`config.mk`:
```
export PLATFORM = sky130hd
export DESIGN_NAME = bit_stream_packer
export DESIGN_NICKNAME = d
export VERILOG_FILES = /design/src/rtl/bit_stream_packer.sv
export SDC_FILE = /design/constraint.sdc
export NUM_CORES = 1
export LEC_CHECK = 0
export ABC_AREA = 0
export BUFFER_PORTS_ARGS = -buffer_cell sky130_fd_sc_hd__buf_2
export CORE_ASPECT_RATIO = 0.7
export CORE_UTILIZATION = 30
export DETAILED_ROUTE_END_ITERATION = 16
export PLACE_DENSITY = 0.58
export SLEW_MARGIN = 20
export SYNTH_ARGS = -nofsm -noshare
export SYNTH_HDL_FRONTEND = slang
export SYNTH_SLANG_ARGS = --single-unit
```
`constraint.sdc`:
```
create_clock -name clock -period 4.3 [get_ports clock]
set_input_delay 0.43 -clock clock [delete_from_list [all_inputs] [get_ports clock]]
set_output_delay 0.43 -clock clock [all_outputs]
set_load 0.02 [all_outputs]
```
`src/rtl/bit_stream_packer.sv`:
```
// Packs a 1-bit/cycle valid/ready stream into WIDTH-bit words, with flush of partial words.
// Optional out_parity port when PACKER_PARITY_EN is defined.
module bit_stream_packer #(
    parameter int WIDTH     = 8,
    parameter int MSB_FIRST = 0
) (
    input  logic                     clock,
    input  logic                     reset,
    input  logic                     in_bit,
    input  logic                     in_valid,
    output logic                     in_ready,
    input  logic                     flush,
    output logic [WIDTH-1:0]         out_data,
    output logic [$clog2(WIDTH):0]   out_len,
    output logic                     out_valid,
    input  logic                     out_ready
`ifdef PACKER_PARITY_EN
    ,
    output logic                     out_parity
`endif
);

    localparam int CW = $clog2(WIDTH);
    localparam int LW = CW + 1;

    localparam logic [0:0]    ST_ACC        = 1'b0;
    localparam logic [0:0]    ST_FLUSH_WAIT = 1'b1;
    localparam logic [CW-1:0] CNT_LAST      = CW'(WIDTH - 1);
    localparam logic [CW-1:0] CNT_ONE       = CW'(1);
    localparam logic [CW-1:0] CNT_ZERO      = {CW{1'b0}};
    localparam logic [LW-1:0] LEN_FULL      = LW'(WIDTH);

    logic [0:0]       state_q, state_d;
    logic [CW-1:0]    cnt_q, cnt_d;
    logic [WIDTH-1:0] acc_q, acc_d;
    logic [WIDTH-1:0] out_data_q, out_data_d;
    logic [LW-1:0]    out_len_q, out_len_d;
    logic             out_valid_q, out_valid_d;

    logic             slot_free_s;
    logic             accept_s;
    logic [CW-1:0]    pos_s;
    logic [CW-1:0]    cnt_s;
    logic [WIDTH-1:0] acc_s;
    logic             load_s;
    logic [LW-1:0]    load_len_s;

`ifdef PACKER_PARITY_EN
    logic par_q, par_d;

    function automatic logic word_parity(input logic [WIDTH-1:0] w);
        // Pad bits are always zero, so the whole-word XOR equals the valid-bit XOR.
        return ^w;
    endfunction
`endif

    // Handshake, accumulator update and output-load decision.
    always_comb begin
        slot_free_s = !out_valid_q || out_ready;
        in_ready    = !reset && (state_q == ST_ACC) && ((cnt_q != CNT_LAST) || slot_free_s);
        accept_s    = in_valid && in_ready;
        if (MSB_FIRST != 0) begin
            pos_s = CNT_LAST - cnt_q;
        end else begin
            pos_s = cnt_q;
        end
        acc_s = acc_q;
        if (accept_s) begin
            acc_s[pos_s] = in_bit;
            cnt_s        = cnt_q + CNT_ONE;
        end else begin
            cnt_s = cnt_q;
        end

        state_d     = state_q;
        cnt_d       = cnt_s;
        acc_d       = acc_s;
        out_data_d  = out_data_q;
        out_len_d   = out_len_q;
        out_valid_d = out_valid_q && !out_ready;
        load_s      = 1'b0;
        load_len_s  = {1'b0, cnt_s};

        case (state_q)
            ST_ACC: begin
                if (accept_s && (cnt_q == CNT_LAST)) begin
                    load_s     = 1'b1;
                    load_len_s = LEN_FULL;
                end else if (flush && (cnt_s != CNT_ZERO)) begin
                    if (slot_free_s) begin
                        load_s = 1'b1;
                    end else begin
                        state_d = ST_FLUSH_WAIT;
                    end
                end else begin
                    load_s = 1'b0;
                end
            end
            ST_FLUSH_WAIT: begin
                // Accumulator is frozen here; flush pulses are ignored.
                if (slot_free_s) begin
                    load_s  = 1'b1;
                    state_d = ST_ACC;
                end else begin
                    state_d = ST_FLUSH_WAIT;
                end
            end
            default: begin
                state_d = ST_ACC;
            end
        endcase

        if (load_s) begin
            out_data_d  = acc_s;
            out_len_d   = load_len_s;
            out_valid_d = 1'b1;
            cnt_d       = CNT_ZERO;
            acc_d       = {WIDTH{1'b0}};
        end else begin
            out_data_d = out_data_q;
        end
    end

`ifdef PACKER_PARITY_EN
    // Parity is computed on the word being loaded so it registers alongside out_data.
    always_comb begin
        if (load_s) begin
            par_d = word_parity(acc_s);
        end else begin
            par_d = par_q;
        end
    end
`endif

    // State, accumulator and output registers with synchronous reset.
    always_ff @(posedge clock) begin
        if (reset) begin
            state_q     <= ST_ACC;
            cnt_q       <= CNT_ZERO;
            acc_q       <= {WIDTH{1'b0}};
            out_data_q  <= {WIDTH{1'b0}};
            out_len_q   <= {LW{1'b0}};
            out_valid_q <= 1'b0;
`ifdef PACKER_PARITY_EN
            par_q       <= 1'b0;
`endif
        end else begin
            state_q     <= state_d;
            cnt_q       <= cnt_d;
            acc_q       <= acc_d;
            out_data_q  <= out_data_d;
            out_len_q   <= out_len_d;
            out_valid_q <= out_valid_d;
`ifdef PACKER_PARITY_EN
            par_q       <= par_d;
`endif
        end
    end

    assign out_data  = out_data_q;
    assign out_len   = out_len_q;
    assign out_valid = out_valid_q;
`ifdef PACKER_PARITY_EN
    assign out_parity = par_q;
`endif

endmodule

```
[After elaboration in Yosys (flattened, before gate mapping)]
Index checks and enable logic that the tools add are counted.
Word-level totals
  word-level logic and storage cells: 42
  output and inout port bits: 14
  flip-flop bits (word level): 25
  input port bits: 6
Cells by class
  bitwise operators: 1
  multiplexer cells: 16
  reduce and logical (&&, ||, !) cells: 14
  add/subtract/negate cells: 1
  $lt $le $gt $ge: 2
  equal/unequal tests: 2
Operators by type and width (count)
  8-bit bitwise mux: 1
  1-bit two-way mux: 8
  4-bit two-way mux: 2
  8-bit two-way mux: 1
  1-bit logical AND: 7
  3-bit by 4-bit < comparator with 1-bit output (second input constant): 1
  1-bit case mux with 2 select lines: 2
  3-bit by 1-bit adder with 3-bit output (second input constant): 1
  1-bit demux with 3-bit select: 1
  3-bit == test (second input constant): 1
  3-bit by 1-bit greater-or-equal comparator with 1-bit output (second input constant): 1
  1-bit logical NOT: 3
  3-bit two-way mux: 1
  3-bit != test (second input constant): 1
  3-bit nonzero test: 1
  1-bit logical OR: 2
  2-bit OR reduction: 1
  1-bit inverter: 1

[Longest topological paths before layout]
Gate-level depths: netlist (run 1).
  word-level depth: 12
  depth in mapped cells: 7
  gate-level depth less buffers: 6

[Least setup slack after synthesis (run 1)]
Ideal clock, no wire load.
  path type: register -> output
  from: register cnt_q[0]
  to: output in_ready
  buffers on the path: 0
  stages on the path, launching flop included: 5
  required time: 3870 ps
  arrival: 1462 ps
  slack: 2408 ps
  cells stage by stage: dfxtp_1 -> ha_1 -> ha_1 -> and3b_1 -> nor3_1
On the way
  word-level cells in the longest chain between the ends: 3
Ends and longest elaborated chain
  from (decl): RTL line 34  | logic [CW-1:0] cnt_q, cnt_d;
  from (signal assigned): RTL line 149  | cnt_q <= cnt_d;
  3-bit != test: RTL line 60  | in_ready = !reset && (state_q == ST_ACC) && ((cnt_q != CNT_LAST) || slot_free_s);
  1-bit logical OR: RTL line 60
  1-bit logical AND: RTL line 60
  to (decl): RTL line 11  | output logic in_ready,
No other way between the ends.

[Final worst setup path (run 1)]
  from: register cnt_q[0]
  to: register cnt_q[0]
On the way
  word-level cells in the longest chain between the ends: 11
  elaborated cells between the ends (all ways): 14
  those cells by class: 1 x add/sub; 2 x eq/ne; 4 x mux; 7 x reduce/logical
Ends and longest elaborated chain
  parallel branches: the longest is 11 deep, another holds 3-bit by 1-bit adder with 3-bit output
Parallel ways; which one is timed is not known.
A chain may end at the register's enable or synchronous reset.

==> results.md, run 1 <==
- Count of flip-flops with a built-in enable after synthesis: 0
- Async SR Flop Fraction: 0
- Number of H-tree branching levels: 1
- Sequential power share: 0.537
- Remaining global-route overflow: 0
- Kind of critical path: flop to flop
- Number of distinct library cells after synthesis: 37
- First-pass GRT wire length: 4.64 mm
- Maximum fanout count along the critical path: 15
- Count of filler cells inserted in the layout: 425
- CTS max path bufs: 2
- Crit end category: flop
- DRT iter0 DRCs: 56
- Period utilisation layout: 0.623
- Clock tree from TritonCTS: done
- WL/cell: 14.3 um
- Diode insertion count for antenna repair: 0
- Critical hold path startpoint: out_len[3]
- Worst reg2reg path depth: 6
- Total track usage: 0.134
- Remaining max-slew budget at the tightest pin: 0.399
- CP startpoint kind: flop
- Total CTS buffers: 3
- Post-Route Hold Slack: 0.491 ns
- Shortest clock period the worst path allows after layout: 2.68 ns
- Net Count, Synth: 137
- Unrepaired setup endpoints after global routing: no
- Part of the Yosys area used for sequential elements: 0.404
- Placed cell area: 1350 um2
- Final hold violation count: 0
- Maximum number of pins on one net before global-route repair: 18
- Setup TNS Final: 0 ns
- Data arrival time of the worst path: 2.90 ns
- Remaining DRCs: 0
- Clock input transition at the sequential cells of the worst setup and hold paths: 0.09 ns
- Startpoint of the worst-slack reg-to-reg timing path: cnt_q[0]
- Die Span Y: 55.7 um
- Number of cell rows: 19
- Residual antenna-violating net count after detailed routing: 0
- Vias post-DR: 1033
- Detail Placement HPWL: 2.10 mm
- Mean number of vias per cell: 5.32
- #FFs+latches synth: 25
- Pre-Repair DR Iteration Count: 4
- Final Slew Violations: 0
- I/O pin count: 20
- Nets: 151
- Worst slew pin tran: 0.898 ns
- Final setup viols: 0
- Post-Syn Instances: 129
- R2r setup slk: 1.62 ns
- Initial antenna violation count: 0
- Proportion of total power due to net switching: 0.277
- Non-filler instance count after layout: 194
- Internal power of the cells: 335 uW
- Die W: 78.8 um
- Count of buffers inserted at the top-level ports: 19
- Footprint of the multi-input gates: 681 um2
- Area of the mapped netlist: 1240 um2
- Post_cts resized: 0
- Worst skew pair latency: 0.27 ns
- Comb pwr share: 0.153
- Net Switching: 128 uW
- Endpoint of the worst hold path: out_len[3]
- Final weighted congestion of routability-driven global placement: 0.844
- Sink Count: 25
- Clock network fraction of total power: 0.310
- Synthesis warning total: 0
- Total power per unit cell area: 332 nW/um2
- Starting utilization of the core area: 0.314
- Syn-to-layout area delta: 12.7%
- Storage cell area: 500 um2
- Hold-fix buffers at CTS: 0
- Leakage component of the power: 0.000575 uW
- Post-CTS setup repair buffer count: 0
- Worst min-delay path category: flop to flop
- Reported max-cap violation count: 0
- Number of cells on the worst hold path: 2
- Fin Clk Skew: 0.00251 ns
- Capture instance of the worst register-to-register path: cnt_q[0]
- Main synth FF type: sky130_fd_sc_hd__dfxtp_1
- CTS Root Buffer Type: sky130_fd_sc_hd__clkbuf_8
- Die Area: 4390 um2
- Peak supply drop: 0.000179 V
- Share of post-route cells with drive strength above 1: 0.218
- Timing-limited maximum frequency: 0.373 GHz
- Count of placed standard cells including taps: 190
- Data required, critical path: 4.52 ns
- Status: finished, final reports clean
- Via count of the first global-routing pass: 948
- Cell area after layout: 1400 um2
- CORE AREA: 3950 um2
- Post-Synthesis Mean Instance Area: 9.59 um2
- Final wirelength: 2.77 mm
-- cells in the final DEF (no fill, tap or decap), drive strengths merged, types with 2 or more instances in the layout --
cell    instances
o211ai          3
dfxtp          25
a21boi          3
nand4b          3
a31oi           2
o21ai           9
and3            2
o21ba           3
nor3            3
nor2b           4
nand4           4
a21oi           5
a211oi         17
nor2           10
clkbuf          3
a21o            2
nand3b          2
buf            19
inv             2
mux2i           8
ha              2
-- stage by stage --
| stage | worst slack, ns | utilization | total power, uW |
|---|---|---|---|
| finish | 1.62 | 0.354 | 464 |
| global route | 1.44 | 0.354 | 486 |
| CTS | 1.68 | 0.354 | 470 |
| detailed placement | 1.72 | 0.341 | 324 |
| global placement | 1.83 | 0.341 | 323 |
| floorplan | 2.41 | - | 305 |
-- per-layer routing --
layer  GRT usage  routed length (um)
met1       0.190                1440
met2       0.198                1090
met3      0.0508                 232
met4      0.0159                   0
met5           0                   0
-- cell usage after synthesis, types with 2 or more instances --
master	instances	area, um2
sky130_fd_sc_hd__dfxtp_1	25	500
sky130_fd_sc_hd__a211oi_1	16	120
sky130_fd_sc_hd__nor2_1	10	37.5
sky130_fd_sc_hd__mux2i_1	8	80.1
sky130_fd_sc_hd__o21ai_0	8	40.0
sky130_fd_sc_hd__a21oi_1	5	25.0
sky130_fd_sc_hd__clkbuf_1	5	18.8
sky130_fd_sc_hd__nand4_1	4	25.0
sky130_fd_sc_hd__nor2b_1	4	25.0
sky130_fd_sc_hd__a21boi_0	3	22.5
sky130_fd_sc_hd__buf_2	3	15.0
sky130_fd_sc_hd__nand4b_1	3	26.3
sky130_fd_sc_hd__nor3_1	3	15.0
sky130_fd_sc_hd__o211ai_1	3	22.5
sky130_fd_sc_hd__a21o_1	2	15.0
sky130_fd_sc_hd__a31oi_1	2	12.5
sky130_fd_sc_hd__and3_1	2	12.5
sky130_fd_sc_hd__ha_1	2	25.0
sky130_fd_sc_hd__nand3b_1	2	15.0
sky130_fd_sc_hd__o21ba_1	2	20.0
-- kinds of logic (layout without fill, tap and decap cells) --
family,after synthesis,count (layout),share of synthesized area
buffers and inverters,11,24,0.0455
DFF,25,25,0.404
and+or+nand+nor,37,37,0.204
AOI/OAI and AO/OA,46,46,0.261
adders and majority gates,2,2,0.0202
muxes,8,8,0.0647
-- power groups by stage --
stage               sequential (uW)  clock [uW]  combinational [uW]
finish                          249         144                71.1
floorplan                       261           0                44.2
detailed placement              254           0                70.4
global placement                254           0                69.2
CTS                             249         150                70.8
global route                    250         158                77.6
-- critical path, stage by stage, from the launching register on --
cell and delay [ns]:
sky130_fd_sc_hd__dfxtp_1 0.62, sky130_fd_sc_hd__ha_1 0.23, sky130_fd_sc_hd__ha_1 0.22, sky130_fd_sc_hd__nand3b_1 0.39, sky130_fd_sc_hd__a211oi_2 0.46, sky130_fd_sc_hd__o21ai_1 0.35, sky130_fd_sc_hd__o21ba_2 0.35
-- worst max-delay path by stage --
stage,start,end,slack [ns],cells past startpoint
finish,cnt_q[0],cnt_q[0],1.62,6
floorplan,cnt_q[0],in_ready,2.41,4
CTS,cnt_q[0],cnt_q[0],1.68,6
global placement,cnt_q[0],cnt_q[0],1.83,6
detailed placement,cnt_q[0],cnt_q[0],1.72,6
global route,cnt_q[0],cnt_q[1],1.44,6
-- sequential cells by signal (all words and copies together) (netlist names) --
name / cells
out_len: 4
out_valid: 1
acc_q: 8
cnt_q: 3
out_data: 8
state_q: 1
-- area by class of cell --
type	instances	share of cell area
Multi-Input combinational cell	93	0.488
Sequential cell	25	0.359
Timing Repair Buffer	19	0.0682
Tap cell	52	0.0466
Clock buffer	3	0.0296
Clock inverter	1	0.00628
Inverter	1	0.00269
Power figures use the tool's default switching activity.
==> inputs of run 2 (changes only) <==
Clock period 4.3 ns to 2.6 ns, I/O delays scaled along.
==> run 2 against run 1 <==
Net effect:
- worst setup slack worse by 1.1 ns
- hold slack lost 0.13 ns
- via count up 1.6%
- final cell count up 3.6%
- power increased by 66%
- utilization grew 1.2 points
- wire length up 3.3%
- design area increased by 3.5%
- non-clock buffer count rose by 7
- die area stayed put
- critical path type unchanged
==> results.md, run 2 (synthesis results as in run 1) <==
- Origin of the worst setup path: cnt_q[1]
- Number of H-tree branching levels: 1 (unchanged)
- I/O pin count: 20 (unchanged)
- Total power per unit cell area: 532 nW/um2 (+60%)
- Peak supply drop: 0.000296 V (+65%)
- Number of cell rows: 19 (unchanged)
- Total number of cells along the worst setup path: 7 (+1)
- Worst min-delay path category: primary input to flop
- Library cell appearing most often on the critical path: sky130_fd_sc_hd__ha_1
- Shortest clock period the worst path allows after layout: 2.10 ns (-0.584 ns)
- Remaining max-slew budget at the tightest pin: 0.648 (+0.249)
- Final setup viols: 0 (unchanged)
- Count of placed standard cells including taps: 197 (+3.7%)
- Maximum fanout count along the critical path: 8 (-7)
- Final hold violation count: 0 (unchanged)
- Diode insertion count for antenna repair: 0 (unchanged)
- Share of post-route cells with drive strength above 1: 0.255 (+0.0367)
- Remaining DRCs: 0 (unchanged)
- Maximum number of pins on one net before global-route repair: 18 (unchanged)
- Crit end category: flop
- Count of buffers inserted at the top-level ports: 19 (unchanged)
- Worst Slack Setup Final: 0.504 ns (-1.12 ns)
- Die W: 78.8 um (unchanged)
- DRT iter0 DRCs: 52 (-7.1%)
- Clock input transition at the sequential cells of the worst setup and hold paths: 0.09 ns (about the same)
- Unrepaired setup endpoints after global routing: no
- Total track usage: 0.141 (+0.00705)
- Most frequent cells in the layout: sky130_fd_sc_hd__dfxtp_1 (25), sky130_fd_sc_hd__buf_2 (19), sky130_fd_sc_hd__a211oi_1 (16)
- Detail Placement HPWL: 2.11 mm (+0.74%)
- Leakage component of the power: 0.000608 uW (+5.8%)
- Mean number of vias per cell: 5.22 (-1.9%)
- Vias post-DR: 1050 (+1.6%)
- Final wirelength: 2.86 mm (+3.3%)
- Sink Count: 25 (unchanged)
- CORE AREA: 3950 um2 (unchanged)
- Family with the most delay on the worst path: compound AO/OA/AOI/OAI gates
- Non-filler instance count after layout: 201 (+3.6%)
- Worst slew pin tran: 0.525 ns (-0.373 ns)
- Critical hold path startpoint: reset
- Final weighted congestion of routability-driven global placement: 0.805 (-4.6%)
- CP startpoint kind: flop
- Status: finished, final reports clean
- Die Area: 4390 um2 (unchanged)
- Reported max-cap violation count: 0 (unchanged)
- Timing-limited maximum frequency: 0.477 GHz (+28%)
- Post_cts resized: 0 (unchanged)
- Hold-fix buffers at CTS: 0 (unchanged)
- Period utilisation layout: 0.806 (+0.183)
- Setup TNS Final: 0 ns (unchanged)
- Data required, critical path: 2.80 ns (-1.72 ns)
- Final Slew Violations: 0 (unchanged)
- Data arrival time of the worst path: 2.30 ns (-0.60 ns)
- Post-Route Hold Slack: 0.364 ns (-0.127 ns)
- Pre-Repair DR Iteration Count: 4 (unchanged)
- First-pass GRT wire length: 4.86 mm (+4.9%)
- Die Span Y: 55.7 um (unchanged)
- Starting utilization of the core area: 0.314 (unchanged)
- Most common library cell in the layout ignoring fill and taps: sky130_fd_sc_hd__dfxtp_1
- Total power consumption of the routed design: 768 uW (+66%)
- Post-CTS setup repair buffer count: 0 (unchanged)
- Remaining global-route overflow: 0 (unchanged)
- Dpl ws: 0.526 ns (-1.19 ns)
- CTS Root Buffer Type: sky130_fd_sc_hd__clkbuf_8
- Cell with the biggest individual delay on the critical path: sky130_fd_sc_hd__dfxtp_1
- Nets: 158 (+4.6%)
- Crit path buffers/inverters: 1 (+1)
- Kind of critical path: flop to flop
- Setup crit end: acc_q[1]
- Worst skew pair latency: 0.27 ns (about the same)
- Initial antenna violation count: 0 (unchanged)
- Startpoint of the worst-slack reg-to-reg timing path: cnt_q[1]
- Residual antenna-violating net count after detailed routing: 0 (unchanged)
- Capture instance of the worst register-to-register path: acc_q[1]
- Via count of the first global-routing pass: 965 (+1.8%)
- Worst-path cell chain: ha_1 > ha_1 > nand3b_1 > a211oi_2 > o21ai_1 > buf_4 > nor2_1
- CTS max path bufs: 2 (unchanged)
- R2r setup slk: 0.50 ns (-1.12 ns)
- Worst reg2reg path depth: 7 (+1)
- Clock tree from TritonCTS: done
- Crit-path max cell delay: 0.43 ns (-0.19 ns)
- Fin Clk Skew: 0.00293 ns (+0.000422 ns)
- Syn-to-layout area delta: 16.7%
- Total CTS buffers: 3 (unchanged)
- WL/cell: 14.2 um (-0.27%)
run 2: power by group:
part / internal, uW / total (uW) / switching (uW)
Clock: 107 / 232 / 125
Combinational: 49.9 / 128 / 78.4
Sequential: 398 / 408 / 9.59
Total: 555 / 768 / 213
run 2: worst register-to-register path: stages, from the launching register on:
cell and delay [ns]:
sky130_fd_sc_hd__dfxtp_1 0.43, sky130_fd_sc_hd__ha_1 0.18, sky130_fd_sc_hd__ha_1 0.25, sky130_fd_sc_hd__nand3b_1 0.17, sky130_fd_sc_hd__a211oi_2 0.36, sky130_fd_sc_hd__o21ai_1 0.28
sky130_fd_sc_hd__buf_4 0.23, sky130_fd_sc_hd__nor2_1 0.12
run 2: final cells by class:
type / instances / area, um2
multi-input combinational: 93 / 681
sequential: 25 / 500
inverter: 1 / 3.75
clock buffer: 3 / 41.3
fill: 419 / 2500
timing repair buffer: 26 / 148
tap: 52 / 65.1
clock inverter: 1 / 5.00
run 2: worst min-delay path by stage:
stage	to	slack [ns]	depth (start not counted)
after floorplan	acc_q[6]	0.46	2
after global placement	out_len[3]	0.47	2
after CTS	out_len[3]	0.36	2
final	out_len[3]	0.36	2
after detailed placement	out_len[3]	0.47	2
after global routing	out_len[3]	0.39	2
run 2: metrics by stage:
step,util,instance area [um2]
2_1_floorplan,-,1240
3_3_place_gp,0.354,1400
3_5_place_dp,0.354,1400
4_1_cts,0.366,1440
5_1_grt,0.366,1440
6_report,0.366,1440
run 2: metal layers:
layer	part of all wire	GRT usage	vias up
met4	0	0.0212	0
met2	0.39	0.181	30
met1	0.54	0.219	489
met3	0.064	0.0541	0
met5	0	0	-
li1	-	-	531
